$ cat src/rtl/cpu_defs.sv
// Shared memory-op encodings for the decode/execute/memory stages.
// Also holds the lane-offset and alignment helpers used by cpu_memory.
package cpu_defs;

  typedef enum logic [1:0] {
    MEM_OP_NONE  = 2'd0,
    MEM_OP_LOAD  = 2'd1,
    MEM_OP_STORE = 2'd2
  } mem_op_e;

  typedef enum logic [1:0] {
    MEM_SIZE_BYTE = 2'd0,
    MEM_SIZE_HALF = 2'd1,
    MEM_SIZE_WORD = 2'd2
  } mem_size_e;

  typedef enum logic {
    ST_IDLE = 1'b0,
    ST_BUS  = 1'b1
  } mem_state_e;

  // Low address bits that actually pick lanes; bits a wider access ignores are forced to zero.
  function automatic logic [1:0] lane_offset(input logic [1:0] size, input logic [1:0] lo);
    case (size)
      MEM_SIZE_BYTE: return lo;
      MEM_SIZE_HALF: return {lo[1], 1'b0};
      default:       return 2'b00;
    endcase
  endfunction

  function automatic logic is_misaligned(input logic [1:0] size, input logic [1:0] lo);
    case (size)
      MEM_SIZE_BYTE: return 1'b0;
      MEM_SIZE_HALF: return lo[0];
      default:       return (lo != 2'b00);
    endcase
  endfunction

endpackage

$ cat src/rtl/cpu_memory_if.sv
// Wishbone classic bus between the memory stage (master) and the data memory (slave).
interface cpu_memory_if #(
  parameter int ADDR_WIDTH = 32
);
  logic [ADDR_WIDTH-1:0] wb_adr_o;
  logic [31:0]           wb_dat_o;
  logic [31:0]           wb_dat_i;
  logic [3:0]            wb_sel_o;
  logic                  wb_we_o;
  logic                  wb_cyc_o;
  logic                  wb_stb_o;
  logic                  wb_ack_i;

  modport master (
    output wb_adr_o, wb_dat_o, wb_sel_o, wb_we_o, wb_cyc_o, wb_stb_o,
    input  wb_dat_i, wb_ack_i
  );

  modport slave (
    input  wb_adr_o, wb_dat_o, wb_sel_o, wb_we_o, wb_cyc_o, wb_stb_o,
    output wb_dat_i, wb_ack_i
  );
endinterface

$ cat src/rtl/cpu_memory_lane.sv
// Big-endian byte-lane steering: select mask, store replication and load zero-extension.
module cpu_memory_lane
  import cpu_defs::*;
(
  input  logic [1:0]  i_size,
  input  logic [1:0]  i_addr_lo,
  input  logic [31:0] i_store_data,
  input  logic [31:0] i_load_data,
  output logic [3:0]  o_sel,
  output logic [31:0] o_store_data,
  output logic [31:0] o_load_data
);

  logic [1:0] w_lo;

  assign w_lo = lane_offset(i_size, i_addr_lo);

  always_comb begin
    o_sel        = 4'b1111;
    o_store_data = i_store_data;
    o_load_data  = i_load_data;
    case (i_size)
      MEM_SIZE_BYTE: begin
        o_sel        = 4'b1000 >> w_lo;
        o_store_data = {4{i_store_data[7:0]}};
        // Address byte 0 lives in the most significant lane
        case (w_lo)
          2'd0:    o_load_data = {24'h0, i_load_data[31:24]};
          2'd1:    o_load_data = {24'h0, i_load_data[23:16]};
          2'd2:    o_load_data = {24'h0, i_load_data[15:8]};
          default: o_load_data = {24'h0, i_load_data[7:0]};
        endcase
      end
      MEM_SIZE_HALF: begin
        o_sel        = w_lo[1] ? 4'b0011 : 4'b1100;
        o_store_data = {2{i_store_data[15:0]}};
        o_load_data  = w_lo[1] ? {16'h0, i_load_data[15:0]} : {16'h0, i_load_data[31:16]};
      end
      default: ;
    endcase
  end

endmodule

$ cat src/rtl/cpu_memory.sv
// Memory stage: register-file pass-through plus Wishbone load/store sequencing.
// Optional macro CPU_MEMORY_ALIGN_CHECK_EN rejects misaligned HALF/WORD accesses.
//   state   | meaning
//   ST_IDLE | accept next op; pass ALU result or launch a bus cycle
//   ST_BUS  | cyc/stb asserted, wb_* held, waiting for wb_ack_i
module cpu_memory
  import cpu_defs::*;
#(
  parameter int ADDR_WIDTH = 32
) (
  input  logic                  clk_i,
  input  logic                  rst_i,
  input  logic                  valid_i,
  input  logic [1:0]            mem_op_i,
  input  logic [1:0]            mem_size_i,
  input  logic [ADDR_WIDTH-1:0] address_i,
  input  logic [31:0]           store_data_i,
  input  logic [31:0]           result_i,
  input  logic                  register_write_enable_i,
  input  logic [3:0]            register_write_index_i,
  output logic                  register_write_enable_o,
  output logic [3:0]            register_write_index_o,
  output logic [31:0]           result_o,
  output logic                  stall_o,
  output logic                  misalign_o,
  cpu_memory_if.master          wb
);

  mem_state_e r_state, w_state_nxt;

  logic                  r_rwe;
  logic [3:0]            r_ridx;
  logic [31:0]           r_result;
  logic [ADDR_WIDTH-1:0] r_adr;
  logic [31:0]           r_dat;
  logic [3:0]            r_sel;
  logic                  r_we;
  logic                  r_cyc;
  logic [1:0]            r_op;
  logic [1:0]            r_size;
  logic [1:0]            r_lo;
  logic                  r_rwe_hold;
  logic [3:0]            r_ridx_hold;

  logic        w_is_mem;
  logic        w_misalign;
  logic        w_start;
  logic        w_stall;
  logic [1:0]  w_lane_size;
  logic [1:0]  w_lane_lo;
  logic [3:0]  w_sel;
  logic [31:0] w_store;
  logic [31:0] w_load;

  assign w_is_mem = valid_i && ((mem_op_i == MEM_OP_LOAD) || (mem_op_i == MEM_OP_STORE));

`ifdef CPU_MEMORY_ALIGN_CHECK_EN
  logic r_misalign;

  assign w_misalign = w_is_mem && is_misaligned(mem_size_i, address_i[1:0]);

  always_ff @(posedge clk_i) begin
    if (!rst_i) r_misalign <= 1'b0;
    else        r_misalign <= (r_state == ST_IDLE) && w_misalign;
  end

  assign misalign_o = r_misalign;
`else
  assign w_misalign = 1'b0;
  assign misalign_o = 1'b0;
`endif

  assign w_start = w_is_mem && !w_misalign;

  // One lane unit serves both phases: request steering in IDLE, load extraction in BUS
  assign w_lane_size = (r_state == ST_IDLE) ? mem_size_i      : r_size;
  assign w_lane_lo   = (r_state == ST_IDLE) ? address_i[1:0] : r_lo;

  cpu_memory_lane u_lane (
    .i_size       (w_lane_size),
    .i_addr_lo    (w_lane_lo),
    .i_store_data (store_data_i),
    .i_load_data  (wb.wb_dat_i),
    .o_sel        (w_sel),
    .o_store_data (w_store),
    .o_load_data  (w_load)
  );

  always_comb begin
    w_state_nxt = r_state;
    w_stall     = 1'b0;
    case (r_state)
      ST_IDLE: begin
        w_stall = w_start;
        if (w_start) w_state_nxt = ST_BUS;
      end
      ST_BUS: begin
        w_stall = !wb.wb_ack_i;
        if (wb.wb_ack_i) w_state_nxt = ST_IDLE;
      end
    endcase
  end

  assign stall_o = rst_i && w_stall;

  always_ff @(posedge clk_i) begin
    if (!rst_i) begin
      r_state     <= ST_IDLE;
      r_rwe       <= 1'b0;
      r_ridx      <= 4'h0;
      r_result    <= 32'h0;
      r_adr       <= '0;
      r_dat       <= 32'h0;
      r_sel       <= 4'h0;
      r_we        <= 1'b0;
      r_cyc       <= 1'b0;
      r_op        <= 2'b00;
      r_size      <= 2'b00;
      r_lo        <= 2'b00;
      r_rwe_hold  <= 1'b0;
      r_ridx_hold <= 4'h0;
    end else begin
      r_state <= w_state_nxt;
      r_rwe   <= 1'b0;
      case (r_state)
        ST_IDLE: begin
          if (w_start) begin
            r_adr       <= {address_i[ADDR_WIDTH-1:2], 2'b00};
            r_sel       <= w_sel;
            r_dat       <= w_store;
            r_we        <= (mem_op_i == MEM_OP_STORE);
            r_cyc       <= 1'b1;
            r_op        <= mem_op_i;
            r_size      <= mem_size_i;
            r_lo        <= address_i[1:0];
            r_rwe_hold  <= register_write_enable_i;
            r_ridx_hold <= register_write_index_i;
          end else if (valid_i && !w_is_mem) begin
            r_rwe    <= register_write_enable_i;
            r_ridx   <= register_write_index_i;
            r_result <= result_i;
          end
        end
        ST_BUS: begin
          if (wb.wb_ack_i) begin
            r_cyc <= 1'b0;
            r_we  <= 1'b0;
            if (r_op == MEM_OP_LOAD) begin
              r_rwe    <= r_rwe_hold;
              r_ridx   <= r_ridx_hold;
              r_result <= w_load;
            end
          end
        end
      endcase
    end
  end

  assign register_write_enable_o = r_rwe;
  assign register_write_index_o  = r_ridx;
  assign result_o                = r_result;

  assign wb.wb_adr_o = r_adr;
  assign wb.wb_dat_o = r_dat;
  assign wb.wb_sel_o = r_sel;
  assign wb.wb_we_o  = r_we;
  assign wb.wb_cyc_o = r_cyc;
  assign wb.wb_stb_o = r_cyc;

endmodule

$ cat src/flat_wrapper.sv
// flat-port wrapper written by rule: the top's interface ports become plain ports
module cpu_memory_flat import cpu_defs::*;
#(
  parameter int ADDR_WIDTH = 32
)
  (clk_i, rst_i, valid_i, mem_op_i, mem_size_i, address_i, store_data_i, result_i, register_write_enable_i, register_write_index_i, register_write_enable_o, register_write_index_o, result_o, stall_o, misalign_o, wb_wb_adr_o, wb_wb_dat_o, wb_wb_sel_o, wb_wb_we_o, wb_wb_cyc_o, wb_wb_stb_o, wb_wb_dat_i, wb_wb_ack_i);
  cpu_memory_if #(.ADDR_WIDTH(ADDR_WIDTH)) wb_i ();
  input  logic clk_i;
  input  logic rst_i;
  input  logic valid_i;
  input  logic [1:0] mem_op_i;
  input  logic [1:0] mem_size_i;
  input  logic [ADDR_WIDTH-1:0] address_i;
  input  logic [31:0] store_data_i;
  input  logic [31:0] result_i;
  input  logic register_write_enable_i;
  input  logic [3:0] register_write_index_i;
  output logic register_write_enable_o;
  output logic [3:0] register_write_index_o;
  output logic [31:0] result_o;
  output logic stall_o;
  output logic misalign_o;
  output wire logic [$bits(wb_i.wb_adr_o)-1:0] wb_wb_adr_o;
  output wire logic [$bits(wb_i.wb_dat_o)-1:0] wb_wb_dat_o;
  output wire logic [$bits(wb_i.wb_sel_o)-1:0] wb_wb_sel_o;
  output wire logic [$bits(wb_i.wb_we_o)-1:0] wb_wb_we_o;
  output wire logic [$bits(wb_i.wb_cyc_o)-1:0] wb_wb_cyc_o;
  output wire logic [$bits(wb_i.wb_stb_o)-1:0] wb_wb_stb_o;
  input wire logic [$bits(wb_i.wb_dat_i)-1:0] wb_wb_dat_i;
  input wire logic [$bits(wb_i.wb_ack_i)-1:0] wb_wb_ack_i;
  assign wb_wb_adr_o = wb_i.wb_adr_o;
  assign wb_wb_dat_o = wb_i.wb_dat_o;
  assign wb_wb_sel_o = wb_i.wb_sel_o;
  assign wb_wb_we_o = wb_i.wb_we_o;
  assign wb_wb_cyc_o = wb_i.wb_cyc_o;
  assign wb_wb_stb_o = wb_i.wb_stb_o;
  assign wb_i.wb_dat_i = wb_wb_dat_i;
  assign wb_i.wb_ack_i = wb_wb_ack_i;
  cpu_memory #(.ADDR_WIDTH(ADDR_WIDTH)) u_core (.clk_i(clk_i), .rst_i(rst_i), .valid_i(valid_i), .mem_op_i(mem_op_i), .mem_size_i(mem_size_i), .address_i(address_i), .store_data_i(store_data_i), .result_i(result_i), .register_write_enable_i(register_write_enable_i), .register_write_index_i(register_write_index_i), .register_write_enable_o(register_write_enable_o), .register_write_index_o(register_write_index_o), .result_o(result_o), .stall_o(stall_o), .misalign_o(misalign_o), .wb(wb_i));
endmodule
$ cat config.mk
export PLATFORM = sky130hd
export DESIGN_NAME = cpu_memory_flat
export DESIGN_NICKNAME = d
export VERILOG_FILES = /design/src/rtl/cpu_defs.sv /design/src/rtl/cpu_memory_if.sv /design/src/rtl/cpu_memory_lane.sv /design/src/rtl/cpu_memory.sv /design/src/flat_wrapper.sv
export SDC_FILE = /design/constraint.sdc
export NUM_CORES = 1
export LEC_CHECK = 0
export CAP_MARGIN = 20
export CORE_MARGIN = 2
export CORE_UTILIZATION = 40
export CTS_CLUSTER_DIAMETER = 50
export DETAILED_ROUTE_END_ITERATION = 16
export GPL_TIMING_DRIVEN = 0
export MAX_ROUTING_LAYER = met4
export PLACE_DENSITY = 0.85
export SLEW_MARGIN = 20
export SYNTH_ARGS = -nofsm -noshare
export SYNTH_HDL_FRONTEND = slang
export SYNTH_SLANG_ARGS = --single-unit
export TNS_END_PERCENT = 10
$ cat constraint.sdc
create_clock -name clk_i -period 3.7 [get_ports clk_i]
set_clock_uncertainty 0.2 [all_clocks]
set_input_delay 0.37 -clock clk_i [delete_from_list [all_inputs] [get_ports clk_i]]
set_output_delay 0.37 -clock clk_i [all_outputs]
set_load 0.01 [all_outputs]
==> metrics, run 1 <==
status complete, no violations; vias in the first global route 5,739; final HPWL from detailed placement 15.4 mm; hold_sp u_core.wb.wb_adr_o[15]; critical setup path kind in -> out; clk_lat worst skew 0.41 ns; PostCTS Resize Cnt 0; internal power 2.92 mW; antenna violations before repair 0; Hold Fails Final Rpt 0; Most used DFF post-synth dfxtp_1; aggregate global routing overflow 0; sequential share of the synthesized area 0.431; Via Count 6,147; Gate power share 0.210; port bufs 247; CTS sink cnt 117; First DRT Iteration DRCs 518; CTS tree yes; post-synth design cell area 5440 µm²; #FFs+latches synth 117; first-pass GRT wire length 31.3 mm; Yosys warning count 0; 1st-pass router iterations 5; total power 3.98 mW; layout cells sized above 1 0.0905; Synth area leader dfxtp_1; # DRC 0; power share of the clock group 0.436; total track usage 0.284; RSZ-0062 raised after global routing no; reg-to-reg startpoint u_core.r_state; Pwr per Cell Area 454 nW/µm²; CP required 3.13 ns; Die X 121 µm; Diodes inserted 0; Post-DRT Antenna Nets 0; worst hold slack 0.253 ns; CP Data Arrival Time 2.75 ns; syn avg cell area 8.27 µm²; clk buf depth 2; CP top delay family buffers and inverters; CP max stage delay 0.56 ns; Max-slew headroom 0.555; largest net degree at the start of global routing 17; die area 14,500 µm²; hold path cells 2; Buf+Inv Stages, Crit Path 5; maximum VDD drop 339 µV; post-synth top area share 0.431; vias per cell 5.51; fmax 0.301 GHz; NetSw 1.06 mW; R2R Setup Slk 1.37 ns; synth top area cells dfxtp_1, nand2_1, a21oi_1; Synth top cells by count dfxtp_1, nand2_1, a21oi_1, nor2_1, clkbuf_1; EDFF count, synth 0; Initial Util 0.411; worst reg2reg path endpoint u_core.result_o[15]; most frequent cell after synthesis dfxtp_1; Post-CTS Setup Bufs 0; Fill cells 1,129; Slew Viols, Final 0; worst-margin pin slew 0.664 ns; Nets 1,068; CP Cell Sequence clkdlybuf4s50_1 > inv_1 > ha_1 > inv_1 > nand3_1 > buf_2 > a21oi_1 > clkdlybuf4s50_1; cell row count 42; clk root buf clkbuf_16; CP Capture Type output pin; final worst path period share 0.899; P_leak 3.27 nW; Reg2Reg Depth 6; Seq pwr share 0.354; CP Capture Point stall_o; Layout area overhead 61.2%; Placeable Area 13,200 µm²; routability cong. 0.941; Tightest Hold Check Type reg -> reg; CP startpoint mem_op_i[0]; setup TNS 0 ns; CP max-delay cell clkdlybuf4s50_1; post-layout util 0.662; WL final 20.4 mm; IO Count 251; H-Tree Level Count 4; WP depth 8; crit path time final 3.32 ns; Hold-fix buffers, CTS 0; Die Y 121 µm; cells after synthesis 658; worst-path fanout max 10; Final Setup Violations 0; async set or reset register ratio after synthesis 0; clk slew on worst S/H paths 0.06 ns; drt wl/cell 18.3 µm; Unique masters post-synth 47; cts bufs inserted 17; Sw Share 0.266; Startpoint Class input port; Max Cap Viol 0
==> worst min path at each step <==
stage / slack [ns] / to
after floorplan: 0.23 / u_core.register_write_enable_o
after CTS: 0.25 / u_core.wb.wb_sel_o[3]
after global placement: 0.24 / u_core.wb.wb_sel_o[0]
after global routing: 0.27 / u_core.wb.wb_adr_o[21]
final: 0.25 / u_core.wb.wb_adr_o[15]
after detailed placement: 0.25 / u_core.wb.wb_sel_o[3]
==> stage by stage <==
| stage | instances | instance area, µm² | setup WS, ns |
|---|---|---|---|
| floorplan | 660 | 5450 | 1.70 |
| global placement | 1083 | 8140 | 0.321 |
| detailed placement | 1083 | 8140 | 0.375 |
| CTS | 1115 | 8770 | 0.361 |
| global route | 1115 | 8770 | 0.232 |
| finish | 1115 | 8770 | 0.375 |
==> layout make-up <==
| type | count | area [µm²] | area share |
|---|---|---|---|
| Multi-Input combinational cell | 465 | 2740 | 0.313 |
| Clock buffer | 21 | 480 | 0.0548 |
| Buffer | 58 | 289 | 0.0330 |
| Sequential cell | 117 | 2340 | 0.267 |
| Tap cell | 176 | 220 | 0.0251 |
| Timing Repair Buffer | 247 | 2470 | 0.282 |
| Clock inverter | 11 | 146 | 0.0167 |
| Inverter | 20 | 75.1 | 0.00856 |
==> power groups by stage <==
stage	registers (mW)	clock network [mW]	logic [mW]
after floorplan	1.47	0	0.330
after global placement	1.43	0	0.815
after detailed placement	1.43	0	0.827
after CTS	1.41	1.74	0.833
after global routing	1.42	1.80	0.896
final	1.41	1.73	0.837
==> worst min-delay path, stage by stage, from the launching register on <==
cell and delay (ns):
dfxtp_1 0.30, nand2_1 0.05, a21oi_1 0.05
==> cells in the final DEF (no fill, tap or decap), drive strengths merged, types with 4 or more instances in the layout <==
cell type      synthesis  layout
clkdlybuf4s50          0     247
dfxtp                117     117
nand2                115     115
a21oi                 75      75
nor2                  46      46
clkbuf                24      45
buf                   34      34
o21ai                 26      26
mux2i                 22      22
inv                   20      22
nand3                 20      20
a211oi                20      20
nor3                  18      18
o211ai                16      16
a221oi                16      16
or3                    9       9
a2111oi                8       8
o31ai                  8       8
and3                   8       8
a21boi                 8       8
a311oi                 8       8
a32oi                  8       8
a31o                   8       8
nor3b                  5       5
clkinv                 0       4
==> logic make-up after synthesis <==
group           Yosys count  share of synthesized area
simple gates            236                      0.206
compound gates          202                      0.246
flops                   117                      0.431
buf+inv                  78                     0.0669
mux                      23                     0.0472
fa+ha+maj                 1                    0.00230
other cells               1                   0.000689
==> layer usage <==
| layer | wire, µm | GRT usage | vias to the layer above |
|---|---|---|---|
| met3 | 1360 | 0.0528 | 78 |
| li1 | - | - | 2912 |
| met4 | 1020 | 0.147 | 0 |
| met5 | 0 | - | - |
| met1 | 8610 | 0.361 | 2851 |
| met2 | 9440 | 0.433 | 306 |
==> state kept, by name, summed over array words and instances, names as in the netlist <==
register / count
u_core.register_write_index_o: 4
u_core.r_op: 2
u_core.wb.wb_dat_o: 32
u_core.result_o: 32
u_core.r_state: 1
u_core.wb.wb_adr_o: 30
u_core.r_ridx_hold: 4
u_core.r_rwe_hold: 1
u_core.r_size: 2
u_core.wb.wb_cyc_o: 1
u_core.register_write_enable_o: 1
u_core.wb.wb_we_o: 1
u_core.wb.wb_sel_o: 4
u_core.r_lo: 2
(Power assumes the default switching activity.)
==> run 2, diff against run 1 <==
--- a/config.mk
+++ b/config.mk
@@ -6,7 +6,7 @@
 export NUM_CORES = 1
 export LEC_CHECK = 0
 export CAP_MARGIN = 20
-export CORE_MARGIN = 2
+export CORE_MARGIN = 3
 export CORE_UTILIZATION = 40
 export CTS_CLUSTER_DIAMETER = 50
 export DETAILED_ROUTE_END_ITERATION = 16
==> metrics, run 2 (synthesized netlist as in run 1, its figures left out) <==
Hold Fails Final Rpt 0; P_leak 3.26 nW; most frequent cells in the layout clkdlybuf4s50_1, dfxtp_1, nand2_1; CP Cell Sequence clkdlybuf4s50_1 > inv_1 > clkbuf_1 > clkbuf_1 > a21oi_1 > clkdlybuf4s50_1; RSZ-0062 raised after global routing no; Tightest Hold Check Type reg -> reg; vias per cell 5.45; # DRC 0; cts bufs inserted 17; CP top delay family buffers and inverters; Post-DRT Antenna Nets 0; setup TNS 0 ns; R2R Setup Slk 1.43 ns; largest net degree at the start of global routing 17; Hold-fix buffers, CTS 0; final HPWL from detailed placement 15.3 mm; pre-CTS WS 0.378 ns; Final Setup Violations 0; vias in the first global route 5,744; reg-to-reg startpoint u_core.r_state; Nets 1,068; Hold EP u_core.wb.wb_adr_o[11]; final worst setup slack 0.364 ns; clk_lat worst skew 0.42 ns; Reg2Reg Depth 6; total track usage 0.272; Die X 123 µm; CP max-delay cell clkdlybuf4s50_1; cell row count 41; H-Tree Level Count 4; Startpoint Class input port; worst-margin pin slew 0.682 ns; final worst path period share 0.902; port bufs 247; CP max stage delay 0.60 ns; worst-path fanout max 10; aggregate global routing overflow 0; crit path time final 3.34 ns; first-pass GRT wire length 30.6 mm; Initial Util 0.419; Buf+Inv Stages, Crit Path 5; status complete, no violations; commonest non-fill, non-tap cell in the layout clkdlybuf4s50_1; worst reg2reg path endpoint u_core.result_o[15]; drt wl/cell 18.3 µm; Max Cap Viol 0; WL final 20.4 mm; fmax 0.300 GHz; critical setup path kind in -> out; clk root buf clkbuf_16; CP required 3.13 ns; CP Capture Type output pin; hold_sp u_core.wb.wb_adr_o[11]; Diodes inserted 0; Non-Filler Instances 1,111; hold path cells 2; Via Count 6,054; DP Cell Count 1,079; layout cells sized above 1 0.0884; CTS sink cnt 117; antenna violations before repair 0; 1st-pass router iterations 6; Placeable Area 13,000 µm²; clk slew on worst S/H paths 0.06 ns; Max-slew headroom 0.543; PostCTS Resize Cnt 0; Post-CTS Setup Bufs 0; IO Count 251; Pwr per Cell Area 452 nW/µm²; die area 15,000 µm²; Slew Viols, Final 0; First DRT Iteration DRCs 457; Die Y 123 µm; CTS tree yes; routability cong. 0.910; Layout area overhead 60.9%; clk buf depth 2; CP Data Arrival Time 2.77 ns; maximum VDD drop 324 µV
[run 2: cell types whose count changed in the layout (fill, tap and decap cells not counted), sizes merged]
| cell | delta |
|---|---|
| clkbuf | +1 |
| clkinv | -1 |
[run 2: where the power goes]
part	internal, mW	total [mW]	switching (mW)
sequential	1.36	1.41	0.0514
clock	1.12	1.71	0.596
combinational	0.430	0.831	0.402
[run 2: worst reg2reg max path, delay by kind of cell, from the launching register on]
| kind | cells | cell delay [ns] |
|---|---|---|
| flip-flops | 1 | 0.40 |
| buffers and inverters | 2 | 0.44 |
| AND/OR/NAND/NOR | 2 | 0.73 |
| AO/OA/AOI/OAI | 2 | 0.35 |
[run 2: layout make-up]
class                   count  area [µm²]
well taps                 172         215
clock inverters            10         145
clock buffers              22         474
plain buffers              58         289
multi-input cells         465        2740
inverters                  20        75.1
repair buffers            247        2470
fillers                  1057        4230
flip-flops and latches    117        2340
[run 2: metal layers]
metal  share of wire  vias to the layer above  global-route usage
met5               0                        -                   -
met4           0.042                        0               0.128
met3           0.069                       63              0.0544
met2            0.46                      306               0.412
met1            0.42                     2771               0.350
li1                -                     2914                   -
[run 2: worst max path at each step]
stage,from,end,slack (ns),cells after the start
after floorplan,mem_op_i[0],stall_o,1.70,6
after detailed placement,mem_op_i[0],stall_o,0.38,8
after global routing,mem_op_i[0],stall_o,0.25,8
after CTS,mem_op_i[0],stall_o,0.37,8
final,rst_i,stall_o,0.36,6
after global placement,mem_op_i[0],stall_o,0.34,8
[run 2: metrics by stage]
step / util / area (µm²) / hold slack (ns) / power [mW]
global route: 0.674 / 8750 / 0.265 / 4.10
floorplan: - / 5450 / 0.232 / 1.80
finish: 0.674 / 8750 / 0.251 / 3.95
detailed placement: 0.627 / 8130 / 0.246 / 2.26
CTS: 0.674 / 8750 / 0.253 / 3.97
global placement: 0.627 / 8130 / 0.239 / 2.24
